**config.mk**
```make
export PLATFORM = sky130hd
export DESIGN_NAME = uart_rx
export DESIGN_NICKNAME = d
export VERILOG_FILES = /design/src/rtl/uart_rx.sv
export SDC_FILE = /design/constraint.sdc
export NUM_CORES = 1
export LEC_CHECK = 0
export ABC_CLOCK_PERIOD_IN_PS = 7500
export CORE_ASPECT_RATIO = 0.9
export CORE_MARGIN = 8
export CORE_UTILIZATION = 40
export DETAILED_ROUTE_END_ITERATION = 8
export SYNTH_ARGS = -nofsm -noshare
export SYNTH_HDL_FRONTEND = slang
export SYNTH_SLANG_ARGS = --single-unit
```
**constraint.sdc**
```tcl
create_clock -name CLK -period 7.5 [get_ports CLK]
set_clock_uncertainty 0.05 [all_clocks]
set_input_delay 1.875 -clock CLK [delete_from_list [all_inputs] [get_ports CLK]]
set_output_delay 1.875 -clock CLK [all_outputs]
set_load 0.03 [all_outputs]
```
**src/rtl/uart_rx.sv**
```systemverilog
// UART receiver: deframes start, WIDTH data bits (LSB first), optional parity
// and stop from an oversampled serial line. Each bit is decided by a 3-sample
// majority vote around mid-bit. Results are reported as one-cycle pulses.
module uart_rx #(
    parameter int unsigned WIDTH   = 8,
    parameter int unsigned PRESC_W = 6
) (
    input  logic               CLK,
    input  logic               RST,
    input  logic               RX_IN,
    input  logic               PAR_EN,
    input  logic               PAR_TYP,
    input  logic [PRESC_W-1:0] Prescale,
    output logic [WIDTH-1:0]   P_DATA,
    output logic               DATA_VALID,
    output logic               PAR_ERR,
    output logic               STP_ERR
);

    localparam int unsigned BitCntW = $clog2(WIDTH + 1);

    typedef enum logic [2:0] {
        StIdle,
        StStart,
        StData,
        StParity,
        StStop
    } state_e;

    state_e               state_q, state_d;
    logic [PRESC_W-1:0]   edge_cnt_q, edge_cnt_d;
    logic [BitCntW-1:0]   bit_cnt_q, bit_cnt_d;
    logic [WIDTH-1:0]     shift_q, shift_d;
    logic [PRESC_W-1:0]   presc_q, presc_d;
    logic                 par_en_q, par_en_d;
    logic                 par_typ_q, par_typ_d;
    logic                 par_bad_q, par_bad_d;
    logic [2:0]           smp_q, smp_d;
    logic [WIDTH-1:0]     p_data_q, p_data_d;
    logic                 data_valid_q, data_valid_d;
    logic                 par_err_q, par_err_d;
    logic                 stp_err_q, stp_err_d;

    // Sample/decision points relative to the frame's own prescale.
    logic [PRESC_W-1:0] half;
    logic               smp0_hit, smp1_hit, smp2_hit, decide, wrap;
    logic               maj;

    // Decode edge-counter positions and form the majority of the three samples.
    always_comb begin
        half     = presc_q >> 1;
        smp0_hit = (edge_cnt_q == half - PRESC_W'(1));
        smp1_hit = (edge_cnt_q == half);
        smp2_hit = (edge_cnt_q == half + PRESC_W'(1));
        decide   = (edge_cnt_q == half + PRESC_W'(2));
        wrap     = (edge_cnt_q == presc_q - PRESC_W'(1));
        maj      = (smp_q[0] & smp_q[1]) | (smp_q[0] & smp_q[2]) | (smp_q[1] & smp_q[2]);
    end

    // Next-state logic: frame FSM, counters, sampling and result pulses.
    always_comb begin
        state_d      = state_q;
        edge_cnt_d   = edge_cnt_q;
        bit_cnt_d    = bit_cnt_q;
        shift_d      = shift_q;
        presc_d      = presc_q;
        par_en_d     = par_en_q;
        par_typ_d    = par_typ_q;
        par_bad_d    = par_bad_q;
        smp_d        = smp_q;
        p_data_d     = p_data_q;
        data_valid_d = 1'b0;
        par_err_d    = 1'b0;
        stp_err_d    = 1'b0;

        // Edge counter free-runs over one bit period in every active state.
        if (state_q == StIdle) begin
            edge_cnt_d = '0;
        end else begin
            edge_cnt_d = wrap ? '0 : edge_cnt_q + PRESC_W'(1);
            if (smp0_hit) smp_d[0] = RX_IN;
            if (smp1_hit) smp_d[1] = RX_IN;
            if (smp2_hit) smp_d[2] = RX_IN;
        end

        case (state_q)
            StIdle: begin
                if (!RX_IN) begin
                    // Configuration is frozen for the whole frame here.
                    state_d   = StStart;
                    presc_d   = Prescale;
                    par_en_d  = PAR_EN;
                    par_typ_d = PAR_TYP;
                    bit_cnt_d = '0;
                    par_bad_d = 1'b0;
                end
            end
            StStart: begin
                if (decide && maj) begin
                    // Start bit did not hold low through mid-bit: glitch.
                    state_d    = StIdle;
                    edge_cnt_d = '0;
                end else if (wrap) begin
                    state_d = StData;
                end
            end
            StData: begin
                if (decide) begin
                    shift_d = (shift_q >> 1) | (WIDTH'(maj) << (WIDTH - 1));
                end
                if (wrap) begin
                    if (bit_cnt_q == BitCntW'(WIDTH - 1)) begin
                        bit_cnt_d = '0;
                        state_d   = par_en_q ? StParity : StStop;
                    end else begin
                        bit_cnt_d = bit_cnt_q + BitCntW'(1);
                    end
                end
            end
            StParity: begin
                if (decide) begin
                    par_bad_d = (maj != ((^shift_q) ^ par_typ_q));
                end
                if (wrap) begin
                    state_d = StStop;
                end
            end
            StStop: begin
                // Leave at mid-stop so the next start edge is caught early.
                if (decide) begin
                    state_d    = StIdle;
                    edge_cnt_d = '0;
                    if (!maj) begin
                        stp_err_d = 1'b1;
                    end else if (par_bad_q) begin
                        par_err_d = 1'b1;
                    end else begin
                        p_data_d     = shift_q;
                        data_valid_d = 1'b1;
                    end
                end
            end
            default: begin
                state_d    = StIdle;
                edge_cnt_d = '0;
            end
        endcase
    end

    // State and output registers with asynchronous active-low reset.
    always_ff @(posedge CLK or negedge RST) begin
        if (!RST) begin
            state_q      <= StIdle;
            edge_cnt_q   <= '0;
            bit_cnt_q    <= '0;
            shift_q      <= '0;
            presc_q      <= '0;
            par_en_q     <= 1'b0;
            par_typ_q    <= 1'b0;
            par_bad_q    <= 1'b0;
            smp_q        <= '0;
            p_data_q     <= '0;
            data_valid_q <= 1'b0;
            par_err_q    <= 1'b0;
            stp_err_q    <= 1'b0;
        end else begin
            state_q      <= state_d;
            edge_cnt_q   <= edge_cnt_d;
            bit_cnt_q    <= bit_cnt_d;
            shift_q      <= shift_d;
            presc_q      <= presc_d;
            par_en_q     <= par_en_d;
            par_typ_q    <= par_typ_d;
            par_bad_q    <= par_bad_d;
            smp_q        <= smp_d;
            p_data_q     <= p_data_d;
            data_valid_q <= data_valid_d;
            par_err_q    <= par_err_d;
            stp_err_q    <= stp_err_d;
        end
    end

    assign P_DATA     = p_data_q;
    assign DATA_VALID = data_valid_q;
    assign PAR_ERR    = par_err_q;
    assign STP_ERR    = stp_err_q;

endmodule
```
==> flow_metrics.env <==
export IMPL_die_area_um2=9219
export IMPL_clk_latency_ps=300
export IMPL_cts_sinks=44
export IMPL_drv_cap=0
export IMPL_avgViaCountPerCell=5.121
export IMPL_instances_no_fill=347
export IMPL_gp_congestion=0.8391
export IMPL_h_tree_depth=2
export IMPL_slew_headroom_pct=24.67
export IMPL_io_pins=22
export IMPL_antenna_found_initial=0
export IMPL_hold_buffers=0
export IMPL_min_period_over_period_pct=47.23
export IMPL_cts_resized=0
export IMPL_grt_max_degree=45
export IMPL_ys_seq_area_share_pct=43.01
export IMPL_rsz0062_at_grt="false"
export IMPL_muxShareOfSynthArea_pct=10.12
export IMPL_vdd_drop_max_mv=0.1714
export IMPL_p_sw_share_pct=41.89
export IMPL_cts_path_max_buffers=2
export IMPL_yosys_area_top_type_share_pct=43.01
export IMPL_seq_power_share_pct=37.5
export IMPL_die_h_um=91.90
export IMPL_setup_viol=0
export IMPL_power_leakage_nw=1.222
export IMPL_synth_area_leader_cell="dfrtp_1"
export IMPL_synth_most_common_cell="dfrtp_1"
export IMPL_initial_core_util_pct=41.64
export IMPL_dp_cells=339
export IMPL_slew_violations=0
export IMPL_gr_total_overflow=0
export IMPL_synth_common_cells="dfrtp_1 (44), mux2_2 (23), xnor2_1 (21)"
export IMPL_routed_via_count=1777
export IMPL_synth_edf_count=0
export IMPL_ant_nets=0
export IMPL_initialDrtViolationCount=89
export IMPL_grt_first_pass_wirelength_mm=8.970
export IMPL_grtUsageTotal_pct=12.32
export IMPL_drive_gt1_share_pct=16.92
export IMPL_synth_seq_cells=44
export IMPL_hold_class="reg -> reg"
export IMPL_cp_end_kind="register"
export IMPL_period_needed_ps=3542
export IMPL_netlist_area_um2=2560
export IMPL_crit_path_start_kind="input port"
export IMPL_rows=27
export IMPL_fmax_mhz=282.3
export IMPL_avgRoutedWirePerCell_um=14.97
export IMPL_cpMaxStageDelayCell="nor4_2"
export IMPL_post_cts_buffers=0
export IMPL_comb_power_share_pct=48.3
export IMPL_critPathMaxFanout=14
export IMPL_synth_simple_area_share_pct=16.96
export IMPL_p_int_uw=636.6
export IMPL_syn_num_nets=262
export IMPL_tightest_slew_ps=1121
export IMPL_crit_arrival_ps=3670
export IMPL_syn_to_final_growth_pct=13.49
export IMPL_synth_top_family_by_area="simple AND/OR/NAND/NOR gates"
export IMPL_finalHoldViolCount=0
export IMPL_setup_tns_ps=0
export IMPL_die_x_um=100.3
export IMPL_path_cells="clkdlybuf4s50_1, nor4_2, mux2_2"
export IMPL_power_density_nw_per_um2=377.1
export IMPL_synthFlopType="dfrtp_1"
export IMPL_final_nets=279
export IMPL_design_core_area_um2=6148
export IMPL_synth_area_per_cell_um2=10.58
export IMPL_cts_clk_slew_worst_paths_ps=80
export IMPL_crit_type="in -> reg"
export IMPL_synthAdderAreaFrac_pct=4.790
export IMPL_n_antenna_cell=0
export IMPL_yosysWarnings=0
export IMPL_required_ps=7630
export IMPL_async_flop_share_pct=100.0
export IMPL_holdWs_ps=445.5
export IMPL_grt_pass1_vias=1725
export IMPL_synth_compound_area_share_pct=9.286
export IMPL_run_status="finished clean"
export IMPL_synth_xor_area_share_pct=12.12
export IMPL_pwr_share_clk_pct=14.3
export IMPL_p_sw_uw=458.9
export IMPL_wirelength_mm=5.193
export IMPL_drc=0
export IMPL_yosys_top_cells_area="dfrtp_1 (43%), mux2_2 (10%), xnor2_1 (7.2%)"
export IMPL_cts_tree="built"
export IMPL_cts_inserted_buffers=5
export IMPL_post_dp_hpwl_mm=3.846
export IMPL_numPortBuffers=21
export IMPL_synth_cell_types=47
export IMPL_detail_route_first_pass_iterations=4
export IMPL_netlist_instances=242
export IMPL_critPathMaxStageDelay_ps=870
export IMPL_cts_root_buf="clkbuf_8"
==> metrics by stage <==
stage | setup WS (ps) | instance area [um^2] | utilization, % | total power [mW]
after floorplan | 4592 | 2560 | - | 0.8336
after global placement | 3633 | 2811 | 45.73 | 0.9346
after detailed placement | 3604 | 2811 | 45.73 | 0.9422
after CTS | 3914 | 2905 | 47.25 | 1.104
after global routing | 3799 | 2905 | 47.25 | 1.194
final | 3958 | 2905 | 47.25 | 1.096
==> cells by family (layout without fill, tap and decap cells) <==
group	after synthesis	in the layout
AND/OR/NAND/NOR	78	78
flip-flops	44	44
AO/OA/AOI/OAI	36	36
XOR/XNOR	33	33
multiplexers	23	23
buffers and inverters	18	36
adder cells (fa/ha/maj)	10	10
==> worst max-delay path, delay by kind of cell <==
family	cells	cell delay (ps)
AND/OR/NAND/NOR	1	870
buffers and inverters	1	500
multiplexers	1	420
==> placed cells by master, fill, tap and decap left out, drive strengths merged, types with 3 or more instances in the layout <==
| master | instances |
|---|---|
| nand4 | 3 |
| nand2 | 17 |
| o21ai | 18 |
| clkbuf | 7 |
| and2 | 4 |
| mux2 | 23 |
| xnor2 | 21 |
| and3 | 4 |
| inv | 7 |
| xor2 | 11 |
| nor4 | 3 |
| nor3 | 3 |
| o31ai | 3 |
| clkdlybuf4s50 | 20 |
| dfrtp | 44 |
| nand3b | 3 |
| nand3 | 8 |
| ha | 9 |
| nor2 | 14 |
| nor2b | 3 |
| nor3b | 3 |
| nand2b | 4 |
| nand4b | 4 |
==> flip-flops by register name (all words and copies together) (netlist names) <==
signal and count:
P_DATA 8, shift_q 8, edge_cnt_q 6, presc_q 6, bit_cnt_q 4, smp_q 3
state_q 3, DATA_VALID 1, PAR_ERR 1, STP_ERR 1, par_bad_q 1, par_en_q 1
par_typ_q 1
==> final timing paths <==
path                                    from             to  slack, ps  cells past startpoint
worst max-delay path                   RX_IN      par_typ_q       3960                      3
worst min-delay path            bit_cnt_q[3]   bit_cnt_q[3]        450                      1
worst max register to register    presc_q[3]      P_DATA[5]       4400                      7
worst min register to register  bit_cnt_q[3]   bit_cnt_q[3]        450                      1
max in group asynchronous                RST     state_q[1]       5080                      1
min in group asynchronous                RST  edge_cnt_q[2]       1690                      1
==> layout make-up <==
cell class	instances	area, um^2
sequential	44	1101
multi-input combinational	180	1370
clock inverter	1	7.507
fill	610	3243
tap	87	108.9
inverter	7	26.28
timing repair buffer	21	205.2
clock buffer	7	86.33
==> metal layers <==
metal / GRT usage, % / share of wire [%] / vias up
met5: 0 / 0 / -
met1: 17.84 / 53 / 856
li1: - / - / 877
met4: 4.780 / 1.2 / 0
met2: 17.37 / 42 / 39
met3: 2.492 / 4.2 / 5
==> power groups by stage <==
stage | Sequential (mW) | Combinational [mW] | Clock, mW
after floorplan | 0.356 | 0.478 | 0
after global placement | 0.417 | 0.518 | 0
final | 0.410 | 0.529 | 0.156
after detailed placement | 0.415 | 0.528 | 0
after global routing | 0.424 | 0.596 | 0.174
after CTS | 0.411 | 0.530 | 0.163
No activity file was read; power rests on OpenSTA's default activity.
